$ cat config.mk
export PLATFORM = sky130hd
export DESIGN_NAME = prog_mem_loader
export DESIGN_NICKNAME = d
export VERILOG_FILES = /design/src/rtl/prog_mem_loader_pkg.sv /design/src/rtl/prog_loader_packer.sv /design/src/rtl/prog_mem_loader.sv
export SDC_FILE = /design/constraint.sdc
export NUM_CORES = 1
export LEC_CHECK = 0
export CORE_ASPECT_RATIO = 1.75
export CORE_UTILIZATION = 45
export DETAILED_ROUTE_END_ITERATION = 8
export PLACE_DENSITY = 0.66
export SYNTH_ARGS = -nofsm -noshare
export SYNTH_HDL_FRONTEND = slang
export SYNTH_SLANG_ARGS = --single-unit
$ cat constraint.sdc
create_clock -name clk -period 2.35 [get_ports clk]
set_input_delay 0.47 -clock clk [delete_from_list [all_inputs] [get_ports clk]]
set_output_delay 0.47 -clock clk [all_outputs]
set_load 0.02 [all_outputs]
$ cat src/rtl/prog_mem_loader_pkg.sv
// prog_mem_loader_pkg: shared state encoding, frame magic, error codes and default depth.
package prog_mem_loader_pkg;
  typedef enum logic [2:0] {S_IDLE, S_LEN0, S_LEN1, S_PAYLOAD, S_CHECK, S_DONE, S_ERROR} state_e;
  localparam logic [7:0] LOADER_MAGIC = 8'hA5;
  localparam logic [1:0] ERR_NONE = 2'd0;
  localparam logic [1:0] ERR_LEN = 2'd1;
  localparam logic [1:0] ERR_TIMEOUT = 2'd2;
  localparam logic [1:0] ERR_CSUM = 2'd3;
  localparam int I_MEM_DEPTH = 2048;
endpackage

$ cat src/rtl/prog_loader_packer.sv
// prog_loader_packer: big-endian byte-to-word shifter; word_valid_o flags the 4th byte of a word.
module prog_loader_packer (
  input  logic        clk,
  input  logic        rst_n,
  input  logic        clr_i,
  input  logic        byte_valid_i,
  input  logic [7:0]  byte_i,
  output logic [31:0] word_o,
  output logic        word_valid_o
);
  logic [23:0] word_q;
  logic [1:0]  cnt_q;
  assign word_o = {word_q, byte_i};
  assign word_valid_o = byte_valid_i && cnt_q == 2'd3;
  always_ff @(posedge clk or negedge rst_n)
    if (!rst_n) begin
      word_q <= '0;
      cnt_q <= '0;
    end else if (clr_i) begin
      word_q <= '0;
      cnt_q <= '0;
    end else if (byte_valid_i) begin
      word_q <= {word_q[15:0], byte_i};
      cnt_q <= cnt_q + 2'd1;
    end
endmodule

$ cat src/rtl/prog_mem_loader.sv
// prog_mem_loader: framed byte stream to imem writer; holds the core until a valid image lands.
// Optional trailing checksum byte enabled by defining PROG_LOADER_CHECKSUM_EN.
module prog_mem_loader
  import prog_mem_loader_pkg::*;
#(
  parameter int MEM_DEPTH = I_MEM_DEPTH,
  parameter int WADDR_WIDTH = $clog2(MEM_DEPTH),
  parameter int TIMEOUT_CYCLES = 1000000
) (
  input  logic                   clk,
  input  logic                   rst_n,
  input  logic                   in_valid,
  input  logic [7:0]             in_data,
  output logic                   in_ready,
  output logic                   mem_we,
  output logic [WADDR_WIDTH-1:0] mem_waddr,
  output logic [31:0]            mem_wdata,
  output logic                   core_hold,
  output logic                   load_done,
  output logic                   load_err,
  output logic [1:0]             err_code
);
  localparam int TW = $clog2(TIMEOUT_CYCLES + 1);
  state_e state_q;
  logic in_ready_q, mem_we_q, core_hold_q, load_done_q, load_err_q;
  logic [WADDR_WIDTH-1:0] mem_waddr_q, idx_q;
  logic [31:0] mem_wdata_q, word;
  logic [1:0] err_code_q;
  logic [15:0] len_q, n_len;
  logic [TW-1:0] tmo_q;
  logic hs, idle_st, start, tmo_hit, word_valid, last_word, to_fin, to_done;
  assign hs = in_valid && in_ready_q;
  assign idle_st = state_q inside {S_IDLE, S_DONE, S_ERROR};
  assign start = hs && idle_st && in_data == LOADER_MAGIC;
  assign tmo_hit = !idle_st && !hs && tmo_q == TW'(TIMEOUT_CYCLES - 1);
  assign n_len = {in_data, len_q[7:0]};
  assign last_word = 16'(idx_q) + 16'd1 == len_q;
  assign to_fin = hs && ((state_q == S_LEN1 && n_len == 16'd0) ||
                         (state_q == S_PAYLOAD && word_valid && last_word));
`ifdef PROG_LOADER_CHECKSUM_EN
  logic [7:0] sum_q;
  logic csum_ok;
  localparam state_e FIN_STATE = S_CHECK;
  assign csum_ok = 8'(sum_q + in_data) == 8'h00;
  assign to_done = hs && state_q == S_CHECK && csum_ok;
  always_ff @(posedge clk or negedge rst_n)
    if (!rst_n) sum_q <= '0;
    else if (start) sum_q <= '0;
    else if (hs && state_q == S_PAYLOAD) sum_q <= sum_q + in_data;
`else
  localparam state_e FIN_STATE = S_DONE;
  assign to_done = to_fin;
`endif
  prog_loader_packer u_packer (
    .clk          (clk),
    .rst_n        (rst_n),
    .clr_i        (start),
    .byte_valid_i (hs && state_q == S_PAYLOAD),
    .byte_i       (in_data),
    .word_o       (word),
    .word_valid_o (word_valid)
  );
  always_ff @(posedge clk or negedge rst_n)
    if (!rst_n) begin
      state_q <= S_IDLE;
      in_ready_q <= 1'b0;
      mem_we_q <= 1'b0;
      mem_waddr_q <= '0;
      mem_wdata_q <= '0;
      core_hold_q <= 1'b1;
      load_done_q <= 1'b0;
      load_err_q <= 1'b0;
      err_code_q <= ERR_NONE;
      len_q <= '0;
      idx_q <= '0;
      tmo_q <= '0;
    end else begin
      in_ready_q <= 1'b1;
      mem_we_q <= 1'b0;
      tmo_q <= (hs || idle_st) ? '0 : tmo_q + 1'b1;
      case (state_q)
        S_LEN0: if (hs) begin
          len_q[7:0] <= in_data;
          state_q <= S_LEN1;
        end
        S_LEN1: if (hs) begin
          len_q <= n_len;
          idx_q <= '0;
          state_q <= n_len > 16'(MEM_DEPTH) ? S_ERROR : S_PAYLOAD;
          if (n_len > 16'(MEM_DEPTH)) begin
            load_err_q <= 1'b1;
            err_code_q <= ERR_LEN;
          end
        end
        S_PAYLOAD: if (word_valid) begin
          mem_we_q <= 1'b1;
          mem_waddr_q <= idx_q;
          mem_wdata_q <= word;
          idx_q <= idx_q + 1'b1;
        end
`ifdef PROG_LOADER_CHECKSUM_EN
        S_CHECK: if (hs && !csum_ok) begin
          state_q <= S_ERROR;
          load_err_q <= 1'b1;
          err_code_q <= ERR_CSUM;
        end
`endif
        default: if (start) begin
          state_q <= S_LEN0;
          core_hold_q <= 1'b1;
          load_done_q <= 1'b0;
          load_err_q <= 1'b0;
          err_code_q <= ERR_NONE;
        end
      endcase
      if (to_fin) state_q <= FIN_STATE;
      if (to_done) begin
        state_q <= S_DONE;
        core_hold_q <= 1'b0;
        load_done_q <= 1'b1;
      end
      if (tmo_hit) begin
        state_q <= S_ERROR;
        load_err_q <= 1'b1;
        err_code_q <= ERR_TIMEOUT;
      end
    end
  assign in_ready = in_ready_q;
  assign mem_we = mem_we_q;
  assign mem_waddr = mem_waddr_q;
  assign mem_wdata = mem_wdata_q;
  assign core_hold = core_hold_q;
  assign load_done = load_done_q;
  assign load_err = load_err_q;
  assign err_code = err_code_q;
endmodule
### Word-level counts from Yosys, hierarchy flattened

Cells that the tools add are included.

| storage, ports and cells | value |
|---|---|
| register bits | 126 |
| bits of input ports | 11 |
| output and inout bits | 50 |
| word-level logic and storage cells | 105 |

| cells by class | value |
|---|---|
| add/sub/neg operators | 4 |
| magnitude comparators | 1 |
| equality and inequality tests | 18 |
| mux-type cells | 34 |
| bitwise gates (word level) | 1 |
| reduce and logical (&&, ||, !) cells | 32 |

Operator list:

| operator | count |
|---|---|
| $mux W24 | 2 |
| $mux W11 | 2 |
| $pmux W11 S2 | 1 |
| $add A20 B1 Y20 const B | 1 |
| $eq A20 B20 Y1 const B | 1 |
| $mux W20 | 1 |
| $mux W3 | 6 |
| $eq A12 B16 Y1 | 1 |
| $gt A16 B12 Y1 const B | 1 |
| $logic_not A16 Y1 | 1 |
| $pmux W8 S2 | 1 |
| $add A11 B1 Y12 const B | 1 |
| $mux W2 | 6 |
| $add A11 B1 Y11 const B | 1 |
| $logic_and A1 B1 Y1 | 11 |
| $mux W1 | 11 |
| $pmux W3 S3 | 1 |
| $eq A8 B8 Y1 const B | 1 |
| $mux W8 | 1 |
| $ne A4 B4 Y1 const B | 2 |
| $reduce_and A4 Y1 | 2 |
| $eq A3 B2 Y1 const B | 2 |
| $eq A3 B3 Y1 const B | 2 |
| $ne A3 B3 Y1 const B | 2 |
| 19 further kinds | 29 |

### Longest topological paths before layout

| logic depth | value |
|---|---|
| word-level depth | 9 |
| depth in mapped cells | 8 |
| mapped depth without buffers | 7 |

### Modules after synthesis

A second synthesis with hierarchy kept.

| unflattened totals | value |
|---|---|
| cell total of the unflattened synthesis | 581 |
| area, all modules | 5763.0 sq um |

Modules (own cells, without submodules):

| module | times used | cells each | area an instance (sq um) | sequential area each (sq um) |
|---|---|---|---|---|
| prog_mem_loader | 1 | 487 | 4609.4 | 2503.7 |
| prog_loader_packer | 1 | 94 | 1153.6 | 650.6 |

### Worst setup path after synthesis

No wires, ideal clock.

| path | value |
|---|---|
| path type | register to register |
| from | reg idx_q[0] |
| to | reg load_done_q, in the netlist load_done |
| library setup time | 0.078 ns |
| arrival | 1.969 ns |
| data required time | 2.272 ns |
| setup slack | 0.303 ns |
| cell stages (with the launch flop) | 8 |
| path buffers | 0 |
| clock period less this slack | 2.047 ns |
| cell sequence | dfrtp_1 ha_1 nand4_1 o21ai_0 o311ai_0 or3b_2 o41ai_2 o21bai_1 |

| between the ends | value |
|---|---|
| word-level cells in the longest chain between the ends | 7 |
| elaborated cells between the ends (all ways) | 9 |
| classes of those cells | add/sub: 1; eq/ne: 2; mux: 1; reduce/logical: 5 |

RTL lines:

| item | RTL line | source |
|---|---|---|
| start, declared | prog_mem_loader.sv:26 | `logic [WADDR_WIDTH-1:0] mem_waddr_q, idx_q;` |
| start signal, assigned | prog_mem_loader.sv:99 | `idx_q <= idx_q + 1'b1;` |
| $add A11 B1 Y12 (*) | prog_mem_loader.sv:37 | `assign last_word = 16'(idx_q) + 16'd1 == len_q;` |
| $eq A12 B16 Y1 (*) | prog_mem_loader.sv:37 |  |
| $logic_and A1 B1 Y1 (*) | prog_mem_loader.sv:39 | `(state_q == S_PAYLOAD && word_valid && last_word));` |
| $logic_or A1 B1 Y1 (*) | prog_mem_loader.sv:38 | `assign to_fin = hs && ((state_q == S_LEN1 && n_len == 16'd0) \|\|` |
| $logic_and A1 B1 Y1 (*) | prog_mem_loader.sv:38 |  |
| $ne A2 B1 Y1 (no source line) / $reduce_bool A2 Y1 (equally long branches) | n/a |  |
| $reduce_and A2 Y1 (no source line) | n/a |  |
| end signal, assigned | prog_mem_loader.sv:71 | `load_done_q <= 1'b0;` |
| end signal, assigned | prog_mem_loader.sv:111 | `load_done_q <= 1'b0;` |
| end signal, assigned | prog_mem_loader.sv:120 | `load_done_q <= 1'b1;` |
| end, declared | prog_mem_loader.sv:25 | `logic in_ready_q, mem_we_q, core_hold_q, load_done_q, load_err_q;` |

Mark *: on every way between the ends. The rest lies on a longest branch, timed or not.
A chain may end at the register's enable or synchronous reset.

### Worst setup path in the final report

| path | value |
|---|---|
| from | reg idx_q[1] |
| to | reg load_done_q, in the netlist load_done |

The elaborated chain is that of the path after synthesis.

==> metrics.csv <==
stage;metric;value;unit
status;outcome;finished with violations;
status;failing checks;negative setup slack;
drt;DRC viols;0;
yosys;Cell Area, Synth;5840;sq um
finish;Register Area;3150;sq um
hold_path;Tightest Hold Check Type;input pin to asynchronous set/reset pin;
global_route;global-route wire length before repair;23900;microns
global_route;vias in the first global route;4849;
global_route;GRT overflow;0;
finish;area of the multi-input gates;2550;sq um
finish;Filler Cells Inserted;1118;
finish;area grow syn2layout;31.7;%
drt;Avg Vias per Cell;5.30;
timing;hold_ws;447;ps
timing;Max Fclk;0.420;GHz
power_and_ir_drop;LEAKAGE;3.89;nW
worst_setup_path;Slowest Stage Delay on Critical Path;460;ps
timing;RSZ-0062 raised after global routing;yes;
yosys;register area share after synthesis;0.541;
worst_setup_path;Worst Setup End Kind;register;
clock_tree;Root Driver;clkbuf_16;
timing;Final min period;2380;ps
yosys;Yosys warnings;0;
drt;Pre-Repair DR Iteration Count;4;
clock_tree;H-tree Lvls;4;
timing;final setup violation count;1;
finish;commonest non-fill, non-tap cell in the layout;nand2_1;
global_route;gr usage total;0.233;
die;Top Ports;61;
yosys;EDFF count, synth;0;
flow_run;max-capacitance violation count;0;
place;Port Buffers;60;
finish;layout cell share with drive strength beyond 1;0.180;
yosys;cells after synthesis;607;
worst_setup_path;WP buf/inv;1;
power_and_ir_drop;PwrDens;640;nW/um^2
drt;Antenna Nets Post-Route;0;
worst_setup_path;CP required;2690;ps
yosys;Async SR Flop Fraction;1.00;
finish;most frequent cells in the layout;nand2_1, dfrtp_1, buf_4, clkdlybuf4s50_1, nor2_1;
worst_setup_path;CP Class;register to register;
die;Core Area;12600;sq um
timing;Max Slew Vio Count;0;
drt;Vias;4799;
timing;slew margin rel.;0.647;
power_and_ir_drop;Peak VDD IR;0.514;mV
place;DP HPWL;10600;microns
worst_setup_path;crit path max fanout;4;
worst_setup_path;CP Launch Type;register;
worst_setup_path;delay-heaviest family, CP;compound AO/OA/AOI/OAI gates;
clock_tree;CTS tree;yes;
drt;iteration-0 DRC count of the detailed router;238;
finish;Antenna Cells;0;
place;Placement Setup Slack;-310;ps
yosys;Main synth FF type;dfrtp_1;
clock_tree;CTS max path bufs;2;
worst_setup_path;CP max stage cell;or3b_4;
clock_tree;clk slew on worst S/H paths;70;ps
global_route;initial antenna violation count;0;
power_and_ir_drop;Total Power;0.00492;W
yosys;syn nets;621;
yosys;synth unique cells;57;
clock_tree;TritonCTS Sinks;126;
die;die area;13400;sq um
timing;PnR worst setup slack;-28.1;ps
worst_setup_path;crit path DAT;2720;ps
place;gpl congestion;0.890;
drt;Detailed Route WL;14500;microns
die;Die H;153;microns
drt;WL/cell;16.1;microns
timing;Setup Skew;8.92;ps
timing;final hold violations;0;
yosys;synthesis-stage register bit count;126;
timing;slew of the pin with the lowest slew margin;524;ps
die;die width;88.1;microns
clock_tree;Num CTS Buffers;17;
yosys;Syn Area/Cell;9.61;sq um
worst_setup_path;worst-path cell chain;ha_2 > nand4_1 > o21ai_1 > o311ai_1 > or3b_4 > o41ai_4 > buf_4 > o21bai_1;
clock_tree;Clock Latency Late Sink;420;ps
die;FP Rows;54;
finish;Final nets;738;
global_route;largest net degree at the start of global routing;45;
die;Initial Util;0.464;
timing;period utilization;1.01;
[cell usage after synthesis (8+ instances only)]
cell | number | area share
nand2_1 | 157 | 0.10
mux2i_1 | 17 | 0.029
a21oi_1 | 17 | 0.015
nor2_1 | 52 | 0.033
nand4_1 | 10 | 0.011
o31ai_1 | 8 | 0.010
mux2_2 | 16 | 0.031
xor2_1 | 17 | 0.026
nor3_1 | 9 | 0.0077
buf_2 | 11 | 0.0094
nand3_1 | 22 | 0.019
dfrtp_1 | 125 | 0.54
inv_1 | 8 | 0.0051
clkbuf_1 | 18 | 0.012
xnor2_1 | 11 | 0.017
and3_1 | 8 | 0.0086
o21ai_0 | 24 | 0.021
nor4_1 | 8 | 0.0086
[path summary, 6_finish.rpt]
kind                                                start                         to  slack [ps]  depth (start not counted)
worst max-delay path                 idx_q[1]$_DFFE_PN0P_      load_done$_DFFE_PN0P_         -30                          8
worst min-delay path                                rst_n         tmo_q[6]$_DFF_PN0_         450                          2
worst max register to register       idx_q[1]$_DFFE_PN0P_      load_done$_DFFE_PN0P_         -30                          8
worst min register to register  mem_wdata[25]$_DFFE_PN0P_  mem_wdata[25]$_DFFE_PN0P_         470                          2
max in group asynchronous                           rst_n      len_q[14]$_DFFE_PN0P_        1210                          3
min in group clk                mem_wdata[25]$_DFFE_PN0P_  mem_wdata[25]$_DFFE_PN0P_         470                          2
[area by class of cell]
cell class / instances / share of cell area
Sequential cell: 126 / 0.410
Multi-Input combinational cell: 441 / 0.332
Tap cell: 168 / 0.0274
Clock buffer: 17 / 0.0554
Inverter: 8 / 0.00391
Clock inverter: 15 / 0.0192
Timing Repair Buffer: 130 / 0.151
[per-layer routing]
metal,wire length (microns),GRT usage
met5,0,0
met4,657,0.127
met3,483,0.0477
met2,7830,0.410
met1,5570,0.254
[flip-flops by register name, indices dropped and copies added, names as in the netlist, 2 cells and up]
name,flops
state_q,3
u_packer.cnt_q,2
tmo_q,20
len_q,16
err_code,2
u_packer.word_q,24
mem_wdata,32
mem_waddr,11
idx_q,11
[per-stage QoR]
step / area, sq um / setup TNS [ps] / util / cells
floorplan: 5840 / 0 / - / 607
global placement: 7060 / -2590 / 0.561 / 870
detailed placement: 7060 / -3110 / 0.561 / 870
CTS: 7650 / 0 / 0.609 / 904
global route: 7680 / -131 / 0.612 / 905
finish: 7680 / -28.1 / 0.612 / 905
[timing repair]
item,in CTS,in global routing
pin swaps,1,4
hold endpoints to repair,10,0
buffers inserted,1,1
hold buffers,1,0
gates resized for setup,1,8
endpoints found under the setup margin,2,4
[worst register-to-register path, cell delays in order, from the launching register on]
cell,delay (ps)
dfrtp_1,420
ha_2,220
nand4_1,200
o21ai_1,210
o311ai_1,170
or3b_4,460
o41ai_4,360
buf_4,170
o21bai_1,90
[where the power goes]
part	switching [W]	internal, W
logic	0.0000966	0.0000653
clock network	0.00113	0.00141
registers	0.0000226	0.00220
[kinds of logic (layout without fill, tap and decap cells)]
logic type                 Yosys count  after routing  synth area share
and+or+nand+nor                    305            305             0.241
DFF                                126            126             0.541
AOI/OAI and AO/OA                   71             71            0.0817
buffers and inverters               40            170            0.0281
muxes                               33             33            0.0600
xor gates and xnor gates            28             28            0.0420
adders and majority gates            3              3           0.00643
other                                1              1          0.000643
Note: power is estimated with default switching activity, not from simulation.
